`src/rtl/char_buf_ctrl.sv`:
```
`default_nettype none
// +----------------------------------------------------------------------------+
// | char_buf_ctrl : 256x7 character-code RAM with round-robin writers, clear   |
// |                 sequencer and registered read port for the text overlay.    |
// | Option macro  : CHAR_BUF_VBLANK_WRITE_EN (writes only during vblnk_in)      |
// | Revision      : 1.0 - initial release                                       |
// +----------------------------------------------------------------------------+
module char_buf_ctrl #(
  parameter logic [6:0] CLEAR_CODE = 7'h20
) (
  input  logic       pclk,
  input  logic       rst,
  input  logic       vblnk_in,
  input  logic [7:0] char_xy,
  output logic [6:0] char_code,
  input  logic       req0,
  input  logic [7:0] addr0,
  input  logic [6:0] data0,
  output logic       ack0,
  input  logic       req1,
  input  logic [7:0] addr1,
  input  logic [6:0] data1,
  output logic       ack1,
  input  logic       clear_req,
  output logic       busy
);

  typedef enum logic [0:0] {
    ST_CLEAR = 1'b0,
    ST_SERVE = 1'b1
  } state_t;

  localparam logic [7:0] c_LAST_ADDR = 8'hFF;

  state_t     r_state;
  state_t     w_state_nxt;
  logic [7:0] r_cptr;
  logic [7:0] w_cptr_nxt;
  logic       r_last;
  logic       w_last_nxt;
  logic       r_ack0;
  logic       w_ack0_nxt;
  logic       r_ack1;
  logic       w_ack1_nxt;
  logic       r_busy;
  logic       w_busy_nxt;
  logic       w_en;
  logic       w_elig0;
  logic       w_elig1;
  logic       w_we;
  logic [7:0] w_waddr;
  logic [6:0] w_wdata;
  logic [6:0] r_char_code;
  logic [6:0] r_mem [256];

`ifdef CHAR_BUF_VBLANK_WRITE_EN
  // Writes are confined to blanking so the visible frame never tears.
  assign w_en = vblnk_in;
`else
  logic w_vblnk_unused;
  assign w_vblnk_unused = vblnk_in;
  assign w_en           = 1'b1;
`endif

  // A port whose ack is high this cycle is mid-handshake and must not be re-granted.
  assign w_elig0 = req0 && !r_ack0;
  assign w_elig1 = req1 && !r_ack1;

  always_comb begin
    w_state_nxt = r_state;
    w_cptr_nxt  = r_cptr;
    w_last_nxt  = r_last;
    w_ack0_nxt  = 1'b0;
    w_ack1_nxt  = 1'b0;
    w_busy_nxt  = r_busy;
    w_we        = 1'b0;
    w_waddr     = r_cptr;
    w_wdata     = CLEAR_CODE;

    case (r_state)
      ST_CLEAR: begin
        w_busy_nxt = 1'b1;
        if (clear_req) begin
          w_cptr_nxt = 8'h00;
        end else if (w_en) begin
          w_we       = 1'b1;
          w_cptr_nxt = r_cptr + 8'h01;
          if (r_cptr == c_LAST_ADDR) begin
            w_state_nxt = ST_SERVE;
            w_busy_nxt  = 1'b0;
          end
        end
      end

      ST_SERVE: begin
        w_busy_nxt = 1'b0;
        if (clear_req) begin
          w_state_nxt = ST_CLEAR;
          w_cptr_nxt  = 8'h00;
          w_busy_nxt  = 1'b1;
        end else if (w_en) begin
          // r_last == 1 means port 1 was granted last, so port 0 wins a tie.
          if (w_elig0 && (!w_elig1 || r_last)) begin
            w_we       = 1'b1;
            w_waddr    = addr0;
            w_wdata    = data0;
            w_ack0_nxt = 1'b1;
            w_last_nxt = 1'b0;
          end else if (w_elig1) begin
            w_we       = 1'b1;
            w_waddr    = addr1;
            w_wdata    = data1;
            w_ack1_nxt = 1'b1;
            w_last_nxt = 1'b1;
          end
        end
      end

      default: begin
        w_state_nxt = ST_CLEAR;
        w_cptr_nxt  = 8'h00;
        w_busy_nxt  = 1'b1;
      end
    endcase
  end

  always_ff @(posedge pclk) begin
    if (rst) begin
      r_state <= ST_CLEAR;
      r_cptr  <= 8'h00;
      r_last  <= 1'b1;
      r_ack0  <= 1'b0;
      r_ack1  <= 1'b0;
      r_busy  <= 1'b1;
    end else begin
      r_state <= w_state_nxt;
      r_cptr  <= w_cptr_nxt;
      r_last  <= w_last_nxt;
      r_ack0  <= w_ack0_nxt;
      r_ack1  <= w_ack1_nxt;
      r_busy  <= w_busy_nxt;
    end
  end

  // Single write port; no reset so the array maps onto block RAM.
  always_ff @(posedge pclk) begin
    if (w_we) begin
      r_mem[w_waddr] <= w_wdata;
    end
  end

  // Read-before-write: a same-address read in the commit cycle returns old data.
  always_ff @(posedge pclk) begin
    if (rst) begin
      r_char_code <= 7'h00;
    end else begin
      r_char_code <= r_mem[char_xy];
    end
  end

  assign char_code = r_char_code;
  assign ack0      = r_ack0;
  assign ack1      = r_ack1;
  assign busy      = r_busy;

endmodule
`default_nettype wire

```
`config.mk`:
```
export PLATFORM = sky130hd
export DESIGN_NAME = char_buf_ctrl
export DESIGN_NICKNAME = d
export VERILOG_FILES = /design/src/rtl/char_buf_ctrl.sv
export SDC_FILE = /design/constraint.sdc
export NUM_CORES = 2
export LEC_CHECK = 0
export BUFFER_PORTS_ARGS = -buffer_cell sky130_fd_sc_hd__buf_2
export CAP_MARGIN = 10
export CORE_MARGIN = 3
export CORE_UTILIZATION = 63
export CTS_CLUSTER_DIAMETER = 80
export DETAILED_ROUTE_END_ITERATION = 12
export PLACE_DENSITY = 0.82
export SETUP_SLACK_MARGIN = 0.2
export SLEW_MARGIN = 20
export SYNTH_ARGS = -nofsm -noshare
export SYNTH_HDL_FRONTEND = slang
export SYNTH_SLANG_ARGS = --single-unit
```
`constraint.sdc`:
```
create_clock -name pclk -period 12 [get_ports pclk]
set_clock_uncertainty 0.1 [all_clocks]
set_input_delay 2.4 -clock pclk [delete_from_list [all_inputs] [get_ports pclk]]
set_output_delay 2.4 -clock pclk [all_outputs]
set_load 0.1 [all_outputs]
```
==> results.py <==
metrics = {
    "sta": {
        "relSlewSlack": 0.134,
        "period_share": 0.546,
        "drv_slew": 0,
        "setup_violations": 0,
        "setup_ws_ps": 5450,
        "fmax_mhz": 153,
        "rsz0062_at_grt": "false",
        "fin_crit_ps": 6550,
        "worstMarginPinSlew_ps": 1290,
        "tns_ps": 0,
        "hold_violations": 0,
    },
    "place": {
        "place_area_mm2": 0.0723,
        "portBuffers": 52,
        "dp_cells": 4642,
        "place_congestion": 0.906,
        "hpwl_mm": 94.9,
        "post-place-ws_ps": 4970,
    },
    "synth": {
        "synth_flop_cell": "edfxtp_1",
        "synth-edff-count": 1792,
        "synth_cell_types": 54,
        "netlist_instances": 3241,
        "syn_area_mm2": 0.0706,
        "synth_nets": 3286,
        "async_flop_share": 0,
        "yosysTopAreaCellShare": 0.763,
        "syn_avg_cell_area_um2": 21.8,
        "synthTopCellsByArea": "edfxtp_1 76%, mux4_2 16%, nor2_1 1.6%",
        "yosysSeqAreaShare": 0.768,
        "synth_area_leader_cell": "edfxtp_1",
        "ys_ff_latch": 1812,
        "ys_warn_count": 0,
    },
    "final_layout": {
        "drive_above_1_share": 0.252,
        "num-nets-final": 3380,
        "fin_area_mm2": 0.0782,
        "n_fill_cell": 6015,
        "final_common_cell": "edfxtp_1",
        "final_cell_mix": "1792 x edfxtp_1, 491 x mux4_2, 285 x nor2_1",
        "area.growth.synth_to_final_pct": 10.8,
        "fin_cells": 4979,
    },
    "setup_path": {
        "crit_fanout": 16,
        "setup.worst_path.class": "in -> reg",
        "arrival_ps": 6860,
        "cp-end-kind": "flip-flop",
        "crit_top_cell": "nor2_1",
        "cp_cell_sequence": "buf_2 > nor3b_1 > nor2_1 > a22oi_1 > o21ai_0 > nor2b_1 > nand3_1 > nor2_1",
        "r2r_slack_ps": 6750,
        "startpoint": "req1",
        "r2r-start": "r_state$_SDFF_PP0_",
        "cp_slowest_stage_delay_ps": 1040,
        "crit_slowest_cell": "o21ai_0",
        "worstSetupStartpointType": "input port",
        "required_ps": 12310,
    },
    "clocking": {
        "cts_resized": 0,
        "h-tree-depth": 4,
        "cts_tree": "done",
        "clockRootBuffer": "clkbuf_16",
        "clk-insertion-delay-late_ps": 820,
        "clock-sinks": 1812,
        "cts_setup_buffers": 0,
        "path_clk_slew_ps": 60,
        "postCtsHoldBufs": 0,
        "cts_buffer_depth": 3,
        "cts_buffers": 173,
    },
    "detailed_routing": {
        "drcViolationCount": 0,
        "post_drt_via_cell_ratio": 7.19,
        "num_vias": 35803,
        "drtIter0Drc": 5332,
        "first_pass_iters": 6,
        "ant_nets": 0,
        "wl_mm": 174,
        "routedWlPerCell_um": 34.9,
    },
    "die": {
        "core_region_area_mm2": 0.111,
        "start_util": 0.636,
        "dieArea_mm2": 0.116,
        "num_io_pins": 54,
        "rows": 122,
        "die_h_um": 341,
        "die_w_um": 341,
    },
    "global_route": {
        "grt_pass1_vias": 36313,
        "gr-usage-all-layers": 0.304,
        "grt_overflow": 0,
        "antenna_found_initial": 6,
        "grt_pass1_wl_mm": 253,
        "grt_max_degree": 257,
    },
    "outcome": {
        "outcome": "complete, no violations",
    },
    "pwr": {
        "pwr-share-seq": 0.541,
        "internal-power_mw": 10.1,
        "power_frac_comb": 0.028,
        "clock_power_share": 0.431,
        "p_switching_mw": 2.60,
        "power_density_mw_per_mm2": 162,
        "peakVddDrop_v": 0.000157,
        "p_leak_nw": 21.4,
        "switching_share": 0.206,
    },
    "hold_path": {
        "hp-start": "r_cptr[0]$_SDFFE_PP0P_",
        "hp-class": "reg -> reg",
    },
    "flow_run": {
        "drv_cap": 0,
    },
}
## kinds of logic (layout without fill, tap and decap cells)
group / count (synthesis) / in the layout / share of synthesized area
flops: 1812 / 1812 / 0.768
mux: 605 / 605 / 0.173
xor+xnor: 6 / 6 / 0.000745
compound gates: 151 / 151 / 0.0160
buf+inv: 193 / 435 / 0.0135
simple gates: 473 / 473 / 0.0280
other cells: 0 / 8 / 0
fa+ha+maj: 1 / 1 / 0.000177
## synth_stat cells (all sizes together), types with 3 or more instances
cell / number
inv: 7
nor2b: 12
mux2: 19
a2111oi: 4
edfxtp: 1792
a22oi: 10
and2: 6
o22a: 5
nand2b: 7
nand2: 86
nor2: 292
a21oi: 10
o221ai: 26
a221oi: 13
xor2: 5
mux2i: 95
a31oi: 3
and3: 3
o2111ai: 13
or2: 4
o21ai: 13
mux4: 491
o22ai: 34
and3b: 3
buf: 97
a32oi: 10
nor3: 11
nor4: 5
clkbuf: 89
nand3: 36
dfxtp: 20
## layer usage
metal / routed length (µm) / track usage / share of wire
met5: 90 / 0 / 0.00052
met4: 8290 / 0.132 / 0.048
met3: 21100 / 0.0787 / 0.12
met2: 85600 / 0.480 / 0.49
met1: 58500 / 0.410 / 0.34
## registers in the layout, summed over array words and instances, names as in the netlist
signal	flops
r_last	1
ack1	1
r_cptr	8
r_state	1
busy	1
r_mem	1792
char_code	7
ack0	1
## power by group through the flow
stage | sequential, mW | clock [mW] | combinational (mW)
finish | 6.86 | 5.46 | 0.353
global route | 6.85 | 5.73 | 0.366
CTS | 6.86 | 5.49 | 0.349
detailed placement | 6.99 | 0 | 0.342
global placement | 6.99 | 0 | 0.336
floorplan | 7.00 | 0 | 0.231
## stage by stage
stage | power, mW | utilization | hold WS (ps)
6_report | 12.7 | 0.704 | 435
5_1_grt | 12.9 | 0.704 | 459
4_1_cts | 12.7 | 0.703 | 438
3_5_place_dp | 7.33 | 0.652 | 417
3_3_place_gp | 7.33 | 0.652 | 414
2_1_floorplan | 7.23 | - | 380
## layout make-up
type / instances / area (µm²) / area share
repair buffers: 105 / 910 / 0.0116
clock inverters: 102 / 1130 / 0.0145
inverters: 7 / 33.8 / 0.000432
well taps: 1488 / 1860 / 0.0238
diodes: 8 / 20.0 / 0.000256
flip-flops and latches: 1812 / 54200 / 0.694
multi-input cells: 1236 / 15500 / 0.198
clock buffers: 221 / 4520 / 0.0578
## critical path: cells and delay by family
family | cells | cell delay (ps)
AND/OR/NAND/NOR | 5 | 3080
buffers and inverters | 1 | 110
AO/OA/AOI/OAI | 2 | 1260
## worst paths after layout
kind | end | cells after the start
min reg2reg | r_cptr[0]$_SDFFE_PP0P_ | 2
max | r_mem[200][0]$_DFFE_PP_ | 8
max reg2reg | r_mem[200][0]$_DFFE_PP_ | 5
min | r_cptr[0]$_SDFFE_PP0P_ | 2
No activity file was read; power rests on OpenSTA's default activity.
